`src/rtl/pipeline_controller.sv`:
```
// Hazard/sequencing controller for the 5-stage RV32I pipeline: stall/flush steering,
// trap drain-and-halt sequencing, and a saturating stall-cycle counter.
module pipeline_controller #(
  parameter int DRAIN_CYCLES = 2,
  parameter int CNT_W        = 32
) (
  input  logic             clk,
  input  logic             reset_n,
  input  logic [4:0]       id_rs1_i,
  input  logic [4:0]       id_rs2_i,
  input  logic [4:0]       ex_rd_i,
  input  logic             ex_use_mem_i,
  input  logic             ex_branch_taken_i,
  input  logic             ex_trap_i,
  input  logic             mem_busy_i,
  input  logic             resume_i,
  input  logic             clear_cnt_i,
  output logic             pc_stall_o,
  output logic             if_stall_o,
  output logic             if_flush_o,
  output logic             id_stall_o,
  output logic             id_flush_o,
  output logic             ex_stall_o,
  output logic             halted_o,
  output logic [1:0]       state_o,
  output logic [CNT_W-1:0] stall_count_o
);

  localparam int DCW = (DRAIN_CYCLES > 1) ? $clog2(DRAIN_CYCLES) : 1;

  typedef enum logic [1:0] {
    RUN     = 2'd0,
    DRAIN   = 2'd1,
    HALTED  = 2'd2,
    ILLEGAL = 2'd3
  } state_e;

  state_e           state_q, state_d;
  logic [DCW-1:0]   drain_q, drain_d;
  logic             halted_q, halted_d;
  logic [CNT_W-1:0] cnt_q, cnt_d;

  logic load_use;
  logic pc_stall, if_stall, if_flush, id_stall, id_flush, ex_stall;

  // No rs-valid qualification: a false stall on formats without rs2 is harmless.
  assign load_use = ex_use_mem_i && (ex_rd_i != 5'd0) &&
                    ((ex_rd_i == id_rs1_i) || (ex_rd_i == id_rs2_i));

  always_comb begin
    state_d  = state_q;
    drain_d  = drain_q;
    cnt_d    = cnt_q;
    pc_stall = 1'b0;
    if_stall = 1'b0;
    if_flush = 1'b0;
    id_stall = 1'b0;
    id_flush = 1'b0;
    ex_stall = 1'b0;
    unique case (state_q)
      RUN: begin
        if (mem_busy_i) begin
          pc_stall = 1'b1;
          if_stall = 1'b1;
          id_stall = 1'b1;
          ex_stall = 1'b1;
        end else if (ex_trap_i) begin
          pc_stall = 1'b1;
          if_flush = 1'b1;
          id_flush = 1'b1;
          state_d  = DRAIN;
          drain_d  = DCW'(DRAIN_CYCLES - 1);
        end else if (ex_branch_taken_i) begin
          if_flush = 1'b1;
          id_flush = 1'b1;
        end else if (load_use) begin
          pc_stall = 1'b1;
          if_stall = 1'b1;
          id_flush = 1'b1;
        end
        // Load-use only counts when it actually won arbitration.
        if (clear_cnt_i)
          cnt_d = '0;
        else if ((mem_busy_i || (load_use && !ex_trap_i && !ex_branch_taken_i)) &&
                 (cnt_q != {CNT_W{1'b1}}))
          cnt_d = cnt_q + CNT_W'(1);
      end
      DRAIN: begin
        pc_stall = 1'b1;
        if_flush = 1'b1;
        id_flush = 1'b1;
        if (mem_busy_i) begin
          id_stall = 1'b1;
          ex_stall = 1'b1;
        end else if (drain_q == '0) begin
          state_d = HALTED;
        end else begin
          drain_d = drain_q - DCW'(1);
        end
      end
      HALTED: begin
        pc_stall = 1'b1;
        if_flush = 1'b1;
        id_flush = 1'b1;
        if (resume_i) state_d = RUN;
      end
      default: begin
        state_d = RUN;
        drain_d = '0;
      end
    endcase
    halted_d = (state_d == HALTED);
  end

  always_ff @(posedge clk or negedge reset_n) begin
    if (!reset_n) begin
      state_q  <= RUN;
      drain_q  <= '0;
      halted_q <= 1'b0;
      cnt_q    <= '0;
    end else begin
      state_q  <= state_d;
      drain_q  <= drain_d;
      halted_q <= halted_d;
      cnt_q    <= cnt_d;
    end
  end

  // Controls are combinational from live inputs, so gate them off during reset.
  assign pc_stall_o    = reset_n & pc_stall;
  assign if_stall_o    = reset_n & if_stall;
  assign if_flush_o    = reset_n & if_flush;
  assign id_stall_o    = reset_n & id_stall;
  assign id_flush_o    = reset_n & id_flush;
  assign ex_stall_o    = reset_n & ex_stall;
  assign halted_o      = halted_q;
  assign state_o       = state_q;
  assign stall_count_o = cnt_q;

endmodule
```
`config.mk`:
```
export PLATFORM = sky130hd
export DESIGN_NAME = pipeline_controller
export DESIGN_NICKNAME = d
export VERILOG_FILES = /design/src/rtl/pipeline_controller.sv
export SDC_FILE = /design/constraint.sdc
export NUM_CORES = 1
export LEC_CHECK = 0
export BUFFER_PORTS_ARGS = -buffer_cell sky130_fd_sc_hd__buf_4
export CAP_MARGIN = 20
export CORE_MARGIN = 3
export CORE_UTILIZATION = 55
export DETAILED_ROUTE_END_ITERATION = 6
export PLACE_DENSITY_LB_ADDON = 0.05
export SLEW_MARGIN = 20
export SYNTH_ARGS = -nofsm -noshare
export SYNTH_HDL_FRONTEND = slang
export SYNTH_SLANG_ARGS = --single-unit
```
`constraint.sdc`:
```
create_clock -name clk -period 2.3 [get_ports clk]
set_clock_uncertainty 0.05 [all_clocks]
set_input_delay 0.345 -clock clk [delete_from_list [all_inputs] [get_ports clk]]
set_output_delay 0.345 -clock clk [all_outputs]
set_load 0.05 [all_outputs]
```
==> results_dict.tcl <==
set metrics [dict create \
    initial_core_util_pct 58.9 \
    ys.flop_type "dfrtp_1" \
    grt_start_max_net_pins 33 \
    crit_fanout 11 \
    cp_slowest_stage_delay_ps 360 \
    synthAdderAreaFrac_pct 2.17 \
    clock-root-buffer "clkbuf_8" \
    synth_top_family_by_area "simple AND/OR/NAND/NOR gates" \
    cts_max_level 2 \
    die_w_um 78.3 \
    synth_warnings 0 \
    synth-compound-area-share_pct 22.4 \
    finalSetupTns_ps 0 \
    netlist_instances 346 \
    die_h_um 78.3 \
    rows 25 \
    antenna_found_initial 0 \
    dieArea_um2 6130 \
    worst_pin_slew_ps 443 \
    insertion_delay_ps 290 \
    setup_violations 0 \
    fin_crit_sh_pct 97.9 \
    final_max_slew_viol_count 0 \
    synth_area_per_cell_um2 8.31 \
    vias 3226 \
    firstDrtPassIters 4 \
    synth_seq_cells 36 \
    numCtsBuffers 5 \
    timing.rr.end "stall_count_o[29]$_DFFE_PN0P_" \
    r2r_setup_slack_ps 50 \
    io_pins 64 \
    yosys-mux-area-fraction_pct 0 \
    n_antenna_cell 0 \
    crit_type "reg2reg" \
    start_kind "flip-flop" \
    groute.usage.overall_pct 29.4 \
    r2r_cells 7 \
    fin_ws_ps 48.4 \
    drtAntennaViolNets 0 \
    grt_pass1_vias 2990 \
    ys_seq_area_share_pct 31.3 \
    synth_cell_type_count 58 \
    cp_cell_sequence "ha_1, nand4_1, nor4_2, nand3_2, buf_4, a21oi_1, a221o_1" \
    powerDensity_nw_per_um2 698 \
    worstPathRequired_ps 2480 \
    maxCapViolCount 0 \
    fmax_ghz 0.444 \
    irDropWorstVdd_v 0.000852 \
    drcViolationCount 0 \
    placed_area_um2 3630 \
    clkTransAtPathRegs_ps 70 \
    report.final.hold_viol_count 0 \
    multi_input_area_um2 1840 \
    portBuffers 63 \
    power_mw 2.63 \
    fillers 377 \
    vias_per_cell 6.49 \
    drive_gt1_share_pct 31.2 \
    core_um2 4880 \
    drt_iter0_markers 325 \
    register_area_um2 910 \
    overflow 0 \
    path_depth 7 \
    synthArstFlopShare_pct 100 \
    status "finished clean" \
    grt_pass1_wl_mm 14.4 \
    synth_edf_count 0 \
    synth_simple_gate_area_share_pct 34.0 \
    synth_xor_xnor_area_share_pct 3.04 \
    worstReg2RegStart "stall_count_o[0]$_DFFE_PN0P_" \
    drt_wl_total_mm 8.92 \
    arrival_ps 2430 \
    cp-startpoint "stall_count_o[0]$_DFFE_PN0P_" \
    tritoncts "yes" \
    dpl.hpwl_mm 6.48 \
    fin_hold_ws_ps 373 \
    place_congestion 0.919 \
    wire_per_inst_um 18.0 \
    clkSinkCount 36 \
    max-clock-path-buffers 2 \
    post-route-util_pct 77.3 \
    slew_headroom_pct 70.5 \
    leakage_nw 1.64 \
    syn_area_um2 2880 \
    hold_class "in2async" \
    nNetsFinal 457 \
    synthesis.nets 374 \
    area_delta_synth_final_pct 31.1 \
    crit_end "stall_count_o[29]$_DFFE_PN0P_" \
    crit_buf_inv 1 \
    final_area_um2 3770 \
    fin_cells 497 \
    crit_slowest_cell "dfrtp_2" \
    post-place-ws_ps -30.8 \
    end_kind "flip-flop" \
    post-route-min-period_ps 2250 \
    crit_family "simple AND/OR/NAND/NOR gates" \
    place_inst 487 \
]
layout make-up:
| type | count | area share, % |
|---|---|---|
| sequential | 36 | 24.1 |
| inverter | 23 | 2.29 |
| clock buffer | 8 | 2.39 |
| multi-input combinational | 264 | 48.8 |
| timing repair buffer | 99 | 20.2 |
| tap | 67 | 2.22 |
cell usage after synthesis (11+ instances only):
master,count,area share [%]
a21oi_1,11,1.9
nor3_1,12,2.1
o211ai_1,12,3.1
o21ai_0,12,2.1
a311o_1,12,4.2
dfrtp_1,36,31
nand3_1,18,3.1
nand4_1,21,4.6
and3_1,13,2.8
nor2_1,31,4.0
inv_1,22,2.9
clkbuf_1,11,1.4
nand2_1,14,1.8
power by group:
part	switching (mW)	internal, mW	leakage (nW)
combinational	0.953	0.445	1.11
clock	0.238	0.245	0.0455
sequential	0.0563	0.696	0.486
total	1.25	1.39	1.64
worst min-delay path by stage:
stage,slack [ps],from,to,depth (start not counted)
3_3_place_gp,120,reset_n,state_o[1]$_DFF_PN0_,1
4_1_cts,370,reset_n,state_o[1]$_DFF_PN0_,2
6_report,370,reset_n,state_o[1]$_DFF_PN0_,2
3_5_place_dp,120,reset_n,state_o[1]$_DFF_PN0_,1
2_1_floorplan,-0.6,reset_n,drain_q$_DFFE_PN0P_,0
5_1_grt,380,reset_n,halted_o$_DFF_PN0_,2
worst register-to-register path, cell delays in order (launching register included):
cell	delay [ps]
dfrtp_2	360
ha_1	230
nand4_1	220
nor4_2	350
nand3_2	240
buf_4	240
a21oi_1	290
a221o_1	210
repair_timing:
| action | in CTS | in global routing |
|---|---|---|
| pin swaps | 2 | 1 |
| setup buffers | 1 | 0 |
| hold buffers | 1 | 0 |
| endpoints found under the setup margin | 2 | 19 |
| hold endpoints to repair | 4 | 0 |
| gates resized for setup | 2 | 7 |
metal layers:
layer	part of all wire [%]	track usage, %	up-vias
met5	0	0	-
met1	42	36.9	1580
li1	-	-	1478
met2	50	52.0	157
met3	6.5	4.47	11
met4	1.4	8.74	0
flip-flops by register name, indices dropped and copies added (netlist names):
register / cells
stall_count_o: 32
drain_q: 1
state_o: 2
halted_o: 1
kinds of logic (layout without fill, tap and decap cells):
group,count (synthesis),count (layout)
compound gates,83,83
xor+xnor,10,10
fa+ha+maj,5,5
buf+inv,46,130
flops,36,36
simple gates,166,166
layout by cell type (no fill, tap or decap), types with 4 or more instances in the layout:
master    count
a211o_1       4
a21oi_1       8
a221o_1       4
a311o_1      12
and2_1        9
and3_1       13
and4_1        5
buf_4        96
clkbuf_8      6
dfrtp_1      29
dfrtp_2       7
ha_1          4
inv_1        22
nand2_1      14
nand2b_1      6
nand3_1      17
nand4_1      21
nor2_1       30
nor2b_1      10
nor3_1       12
nor4_1        4
o211ai_1     12
o21ai_0      11
xor2_1       10
Note: power is estimated with default switching activity, not from simulation.
